[config.mk]
export PLATFORM = sky130hd
export DESIGN_NAME = updown_mod_counter
export DESIGN_NICKNAME = d
export VERILOG_FILES = /design/src/rtl/updown_mod_counter.sv
export SDC_FILE = /design/constraint.sdc
export NUM_CORES = 1
export LEC_CHECK = 0
export CAP_MARGIN = 20
export CORE_MARGIN = 3
export CORE_UTILIZATION = 42
export DETAILED_ROUTE_END_ITERATION = 10
export PLACE_DENSITY = 0.78
export SLEW_MARGIN = 10
export SYNTH_ARGS = -nofsm -noshare
export SYNTH_HDL_FRONTEND = slang
export SYNTH_SLANG_ARGS = --single-unit
[constraint.sdc]
create_clock -name clk -period 2 [get_ports clk]
set_input_delay 0.2 -clock clk [delete_from_list [all_inputs] [get_ports clk]]
set_output_delay 0.2 -clock clk [all_outputs]
set_load 0.03 [all_outputs]
[src/rtl/updown_mod_counter.sv]
// Parametrised up/down modulo counter with parallel load, wrap/saturate boundary
// handling, an enable prescaler and a registered terminal-count pulse.
module updown_mod_counter #(
   parameter int WIDTH    = 8,
   parameter int TERM_CNT = 255,
   parameter int PRESCALE = 1
) (
   input  logic             clk,
   input  logic             reset,
   input  logic             en,
   input  logic             up,
   input  logic             sat_mode,
   input  logic             load,
   input  logic [WIDTH-1:0] load_val,
   output logic [WIDTH-1:0] count,
   output logic             tc,
   output logic             at_max,
   output logic             at_zero
);

   localparam int               PW       = (PRESCALE > 1) ? $clog2(PRESCALE) : 1;
   localparam logic [WIDTH-1:0] TERM_V   = WIDTH'(TERM_CNT);
   localparam logic [PW-1:0]    PRE_LAST = PW'(PRESCALE - 1);

   if (PRESCALE < 1) begin : g_bad_prescale
      $error("updown_mod_counter: PRESCALE must be >= 1");
   end
   if ((TERM_CNT < 0) || ((WIDTH < 31) && (TERM_CNT > ((2 ** WIDTH) - 1)))) begin : g_bad_term
      $error("updown_mod_counter: TERM_CNT does not fit in WIDTH bits");
   end

   logic [WIDTH-1:0] count_q, count_d;
   logic [PW-1:0]    pre_cnt_q, pre_cnt_d;
   logic             tc_q, tc_d;
   logic             step_s;

   // Next-state: load beats step, and a step happens only when the prescaler rolls over.
   always_comb begin
      count_d   = count_q;
      pre_cnt_d = pre_cnt_q;
      tc_d      = 1'b0;
      step_s    = 1'b0;
      if (load) begin
         count_d   = (load_val > TERM_V) ? TERM_V : load_val;
         pre_cnt_d = {PW{1'b0}};
      end else if (en) begin
         if (pre_cnt_q == PRE_LAST) begin
            pre_cnt_d = {PW{1'b0}};
            step_s    = 1'b1;
         end else begin
            pre_cnt_d = pre_cnt_q + PW'(1);
         end
      end else begin
         pre_cnt_d = pre_cnt_q;
      end

      // A step at the boundary in the travel direction always flags tc, even when saturating.
      if (step_s) begin
         if (up) begin
            if (count_q == TERM_V) begin
               tc_d    = 1'b1;
               count_d = sat_mode ? count_q : {WIDTH{1'b0}};
            end else begin
               count_d = count_q + WIDTH'(1);
            end
         end else begin
            if (count_q == {WIDTH{1'b0}}) begin
               tc_d    = 1'b1;
               count_d = sat_mode ? count_q : TERM_V;
            end else begin
               count_d = count_q - WIDTH'(1);
            end
         end
      end else begin
         tc_d = 1'b0;
      end
   end

   // State registers with synchronous reset; reset also discards any partial prescale.
   always_ff @(posedge clk) begin
      if (reset) begin
         count_q   <= {WIDTH{1'b0}};
         pre_cnt_q <= {PW{1'b0}};
         tc_q      <= 1'b0;
      end else begin
         count_q   <= count_d;
         pre_cnt_q <= pre_cnt_d;
         tc_q      <= tc_d;
      end
   end

   assign count   = count_q;
   assign tc      = tc_q;
   assign at_max  = (count_q == TERM_V);
   assign at_zero = (count_q == {WIDTH{1'b0}});

endmodule

After elaboration in Yosys (flattened, before gate mapping)
Index checks and enable logic that the tools add are counted.

word-level totals
  memory bits (writable) = 0
  bits of input ports = 14
  latch bits = 0
  memory bits (read-only) = 0
  logic and storage cells = 31
  memories = 0
  register bits after elaboration = 10

cells by class
  equal/unequal tests = 3
  bitwise operators = 1
  mux-type cells = 15
  $mul = 0
  $lt $le $gt $ge = 1
  reductions and logical operators = 5
  divide/modulo/power cells = 0
  add/subtract/negate cells = 3
  shifts and indexed selects = 0

operators by type and width
  kind                                                   count
  two-way mux 8 bit                                      8
  adder 8 x 1 -> 8 bit (second input constant)           1
  == test 8 bit (second input constant)                  1
  greater-than comparator 8 bit (second input constant)  1
  zero test 8 bit                                        1
  inequality test 4 bit (second input constant)          2
  subtractor 8 x 1 -> 8 bit (second input constant)      1
  two-way mux 1 bit                                      7
  OR reduction 2 bit                                     2
  AND reduction 3 bit                                    1
  nonzero test 2 bit                                     1
  adder 1 bit (second input constant)                    1
  inverter 1 bit                                         1

Depth between registers and ports, before layout
  word-level depth = 5
  depth in mapped cells = 8
  mapped depth without buffers = 7

Worst setup path before layout
OpenSTA, ideal clock, no wires.

  kind = flip-flop to flip-flop
  start = register count_q[4], in the netlist count[4]
  end = register count_q[2], in the netlist count[2]
  stages on the path, launching flop included = 7
  path buffers = 1
  setup slack = -0.233 ns
  clock period less this slack = 2.233 ns
  data arrival time = 2.099 ns
  library setup time = 0.135 ns
  cell sequence = dfxtp_1 > or4_1 > buf_2 > or4_4 > a21bo_2 > a31oi_1 > a211oi_1

between the ends
  word-level cells in the longest chain between the ends = 4
  elaborated cells on any way between the ends = 9
  those cells by class = 3 x eq/ne; 4 x mux; 2 x reduce/logical

ends and longest elaborated chain
  item                                              RTL line  text
  start, declared                                   32        logic [WIDTH-1:0] count_q, count_d;
  start signal, assigned                            82        count_q <= {WIDTH{1'b0}};
  start signal, assigned                            86        count_q <= count_d;
  == test 8 bit or zero test 8 bit (tied branches)  60, 67
  two-way mux 8 bit, on equally long branches       60, 67
  two-way mux 8 bit                                 59        if (up) begin
  two-way mux 8 bit                                 58        if (step_s) begin

Several ways; a longest one is shown, not always the timed one.
A chain may end at the register's enable or synchronous reset.

Final worst setup path
  start = register count_q[4], in the netlist count[4]
  end = register count_q[6], in the netlist count[6]

between the ends
  word-level cells in the longest chain between the ends = 4
  elaborated cells on any way between the ends = 11
  those cells by class = 2 x add/sub; 3 x eq/ne; 4 x mux; 2 x reduce/logical

ends and longest elaborated chain
  item                                                     RTL line  text
  subtractor 8 x 1 -> 8 bit, or another cell as far along  71        count_d = count_q - WIDTH'(1);
  two-way mux 8 bit, on equally long branches              67, 60
  two-way mux 8 bit                                        59
  two-way mux 8 bit                                        58

Several ways; a longest one is shown, not always the timed one.

==> metrics <==
skew final 0.000411 ns; PD cells roughly 540 nW/um^2; Ys Warns 0; Top Usage Layer GRT met2; Remaining DRCs 0; fmax 493 MHz; hold crit path type input pin to register; 1st-pass router iterations 4; Worst Setup EP count[6]; diodes inserted 0; Worst Path Buf+Inv 0; Async S/R FF share, synth 0%; die height 51.2 um; failing checks negative setup slack; Final Cycle Share 101%; relative slew slack 74.7%; cell family with most CP delay simple AND/OR/NAND/NOR gates; Max IR drop VDD 0.000523 V; TritonCTS clock tree built; met1 usage 28.3%; Max Slew Vio Count 0; RSZ-0062 raised after global routing yes; starting density of the core about 47%; Post-synth top flop dfxtp_1; Leak 0.457 nW; area delta synth->final 47.7%; clock latency on the worst-skew pair about 0.27 ns; largest net degree at the start of global routing 13; final layout net count about 170; max-cap viol count 0; average size of a mapped cell 7.35 sq um; post-route ant nets 0; placed cell count 169; critical path cell sequence or4_4 -> or4_4 -> a21bo_4 -> a31oi_1 -> a211oi_1; Worst Setup Slack, final -0.0294 ns; total track usage 22.1%; grt ovf 0; Reg2Reg Depth 5; CTS buffer count 3; Design Power 0.000690 W; Post-Syn Instances 117; vias in the first global route 964; startpoint types register; die area ~2600 sq um; initial drt markers 51; slowest stage delay, CP between 0.5 and 0.6 ns; antenna violations before repair 0; Root Buffer clkbuf_4; Die W 51.2 um; Via density just over 6; Yosys reg bits 9; EDFF count, synth 0; Boundary Pins 25; H-Tree Depth 1; ratio of cells with drive above 1 in the final layout around a quarter; final core occ 69.8%; Total Routed Length 2740 um; Crit path arrival time 2.17 ns; CP Max Fanout 6; Syn Std Cell Area 860 sq um; FP Rows 15; required time of the critical path 2.14 ns; CTS Sinks 9; met3 usage approximately 6.4%; most common cell after layout, fill and taps aside clkdlybuf4s50_1; first-pass GRT wire length approximately 4400 um; wire length per cell approximately 16 um; count of final hold-check violations 0; Detailed Place HPWL 2060 um; sequential-to-total area share from yosys stat a little over a fifth; slowest cell on the critical path or4_4; Final Critical Period slightly above 2 ns; post-synth net total about 130; Most common cell on crit path or4_4; outcome finished with violations; Core Region between 1500 and 2000 sq um; Critical R2R Launch count[4]; CTS clk-pin slew, worst paths ~0.070 ns; Synth cell types 43; worst setup path class register to register; Worst path depth 5; Placer Congestion around 0.95; most frequent cells in the layout 22 x clkdlybuf4s50_1, 14 x nand2_1, 14 x buf_4; Final Non-Filler Cells 173; r2r endpoint count[6]; port bufs 24; R2R Setup Slk -0.03 ns; clk buf depth 2; Slew @ Worst Pin 0.375 ns; final setup vio count 1; via count between 1,000 and 1,500; Worst Setup SP count[4]; Worst setup EP type register; cts hold-fix bufs 0; met2 Use GR approximately a third
-- metal layers --
metal / part of all wire [%] / routed length [um]
met5: 0 / 0
met4: 1.7 / 46
met3: 7.5 / 206
met2: 47 / 1280
met1: 44 / 1210
-- where the power goes --
| part | internal, W | leakage, nW | switching [W] |
|---|---|---|---|
| combinational | 0.000152 | 0.365 | 0.000170 |
| sequential | 0.000196 | 0.0770 | 0.0000220 |
| clock | 0.0000772 | 0.0150 | 0.0000726 |
-- state kept, by name (all words and copies together), names as in the netlist --
name   count
tc         1
count      8
-- logic make-up after synthesis --
family	synth area share, %
and+or+nand+nor	28.7
DFF	21.0
xor gates and xnor gates	3.06
buffers and inverters	9.32
AOI/OAI and AO/OA	33.6
adders and majority gates	4.37
-- synth_stat cells (3+ instances only) --
cell      number  share of area (%)
nor2_1         6                2.6
clkbuf_1       3                1.3
buf_4          4                3.5
dfxtp_1        9                 21
nand2b_1       3                2.2
o41ai_1        3                3.1
a211oi_1       4                3.5
a21oi_1        3                1.7
inv_1          7                3.1
nor3_1         6                3.5
xnor2_1        3                3.1
o22ai_1        5                3.6
a31oi_1        4                2.9
o32ai_1        3                3.1
nand3_1        5                2.9
nand2_1       14                6.1
ha_1           3                4.4
-- worst min path at each step --
stage,start,to,cells past startpoint
2_1_floorplan,load_val[1],count[1],2
3_3_place_gp,count[7],count[7],2
3_5_place_dp,count[7],count[7],2
4_1_cts,load_val[1],count[1],3
5_1_grt,load_val[1],count[1],3
6_report,load_val[1],count[1],3
-- worst reg2reg max path: stages (launching register included) --
cell,delay (ns)
dfxtp_4,0.34
or4_4,0.53
or4_4,0.48
a21bo_4,0.28
a31oi_1,0.20
a211oi_1,0.08
-- what timing repair did --
item	in CTS	in global routing
resized for setup	2	6
setup endpoints to repair	7	5
cloned	0	0
setup buffers	0	0
pin swaps	3	2
-- layout make-up --
class | instances | area (sq um)
clock buffers | 4 | 26.3
multi-input cells | 91 | 658
repair buffers | 37 | 334
inverters | 7 | 26.3
flip-flops and latches | 9 | 194
well taps | 25 | 31.3
fillers | 160 | 551
-- through the flow --
step	hold slack (ns)	setup WS (ns)	instance area (sq um)	TNS, ns
CTS	0.524	0.0165	1230	0
detailed placement	0.585	-0.0300	1200	-0.0306
finish	0.528	-0.0294	1270	-0.0294
global placement	0.584	0.00342	1200	0
global route	0.544	-0.0446	1270	-0.0837
floorplan	0.351	-0.123	898	-0.826
Note: power is estimated with default switching activity, not from simulation.
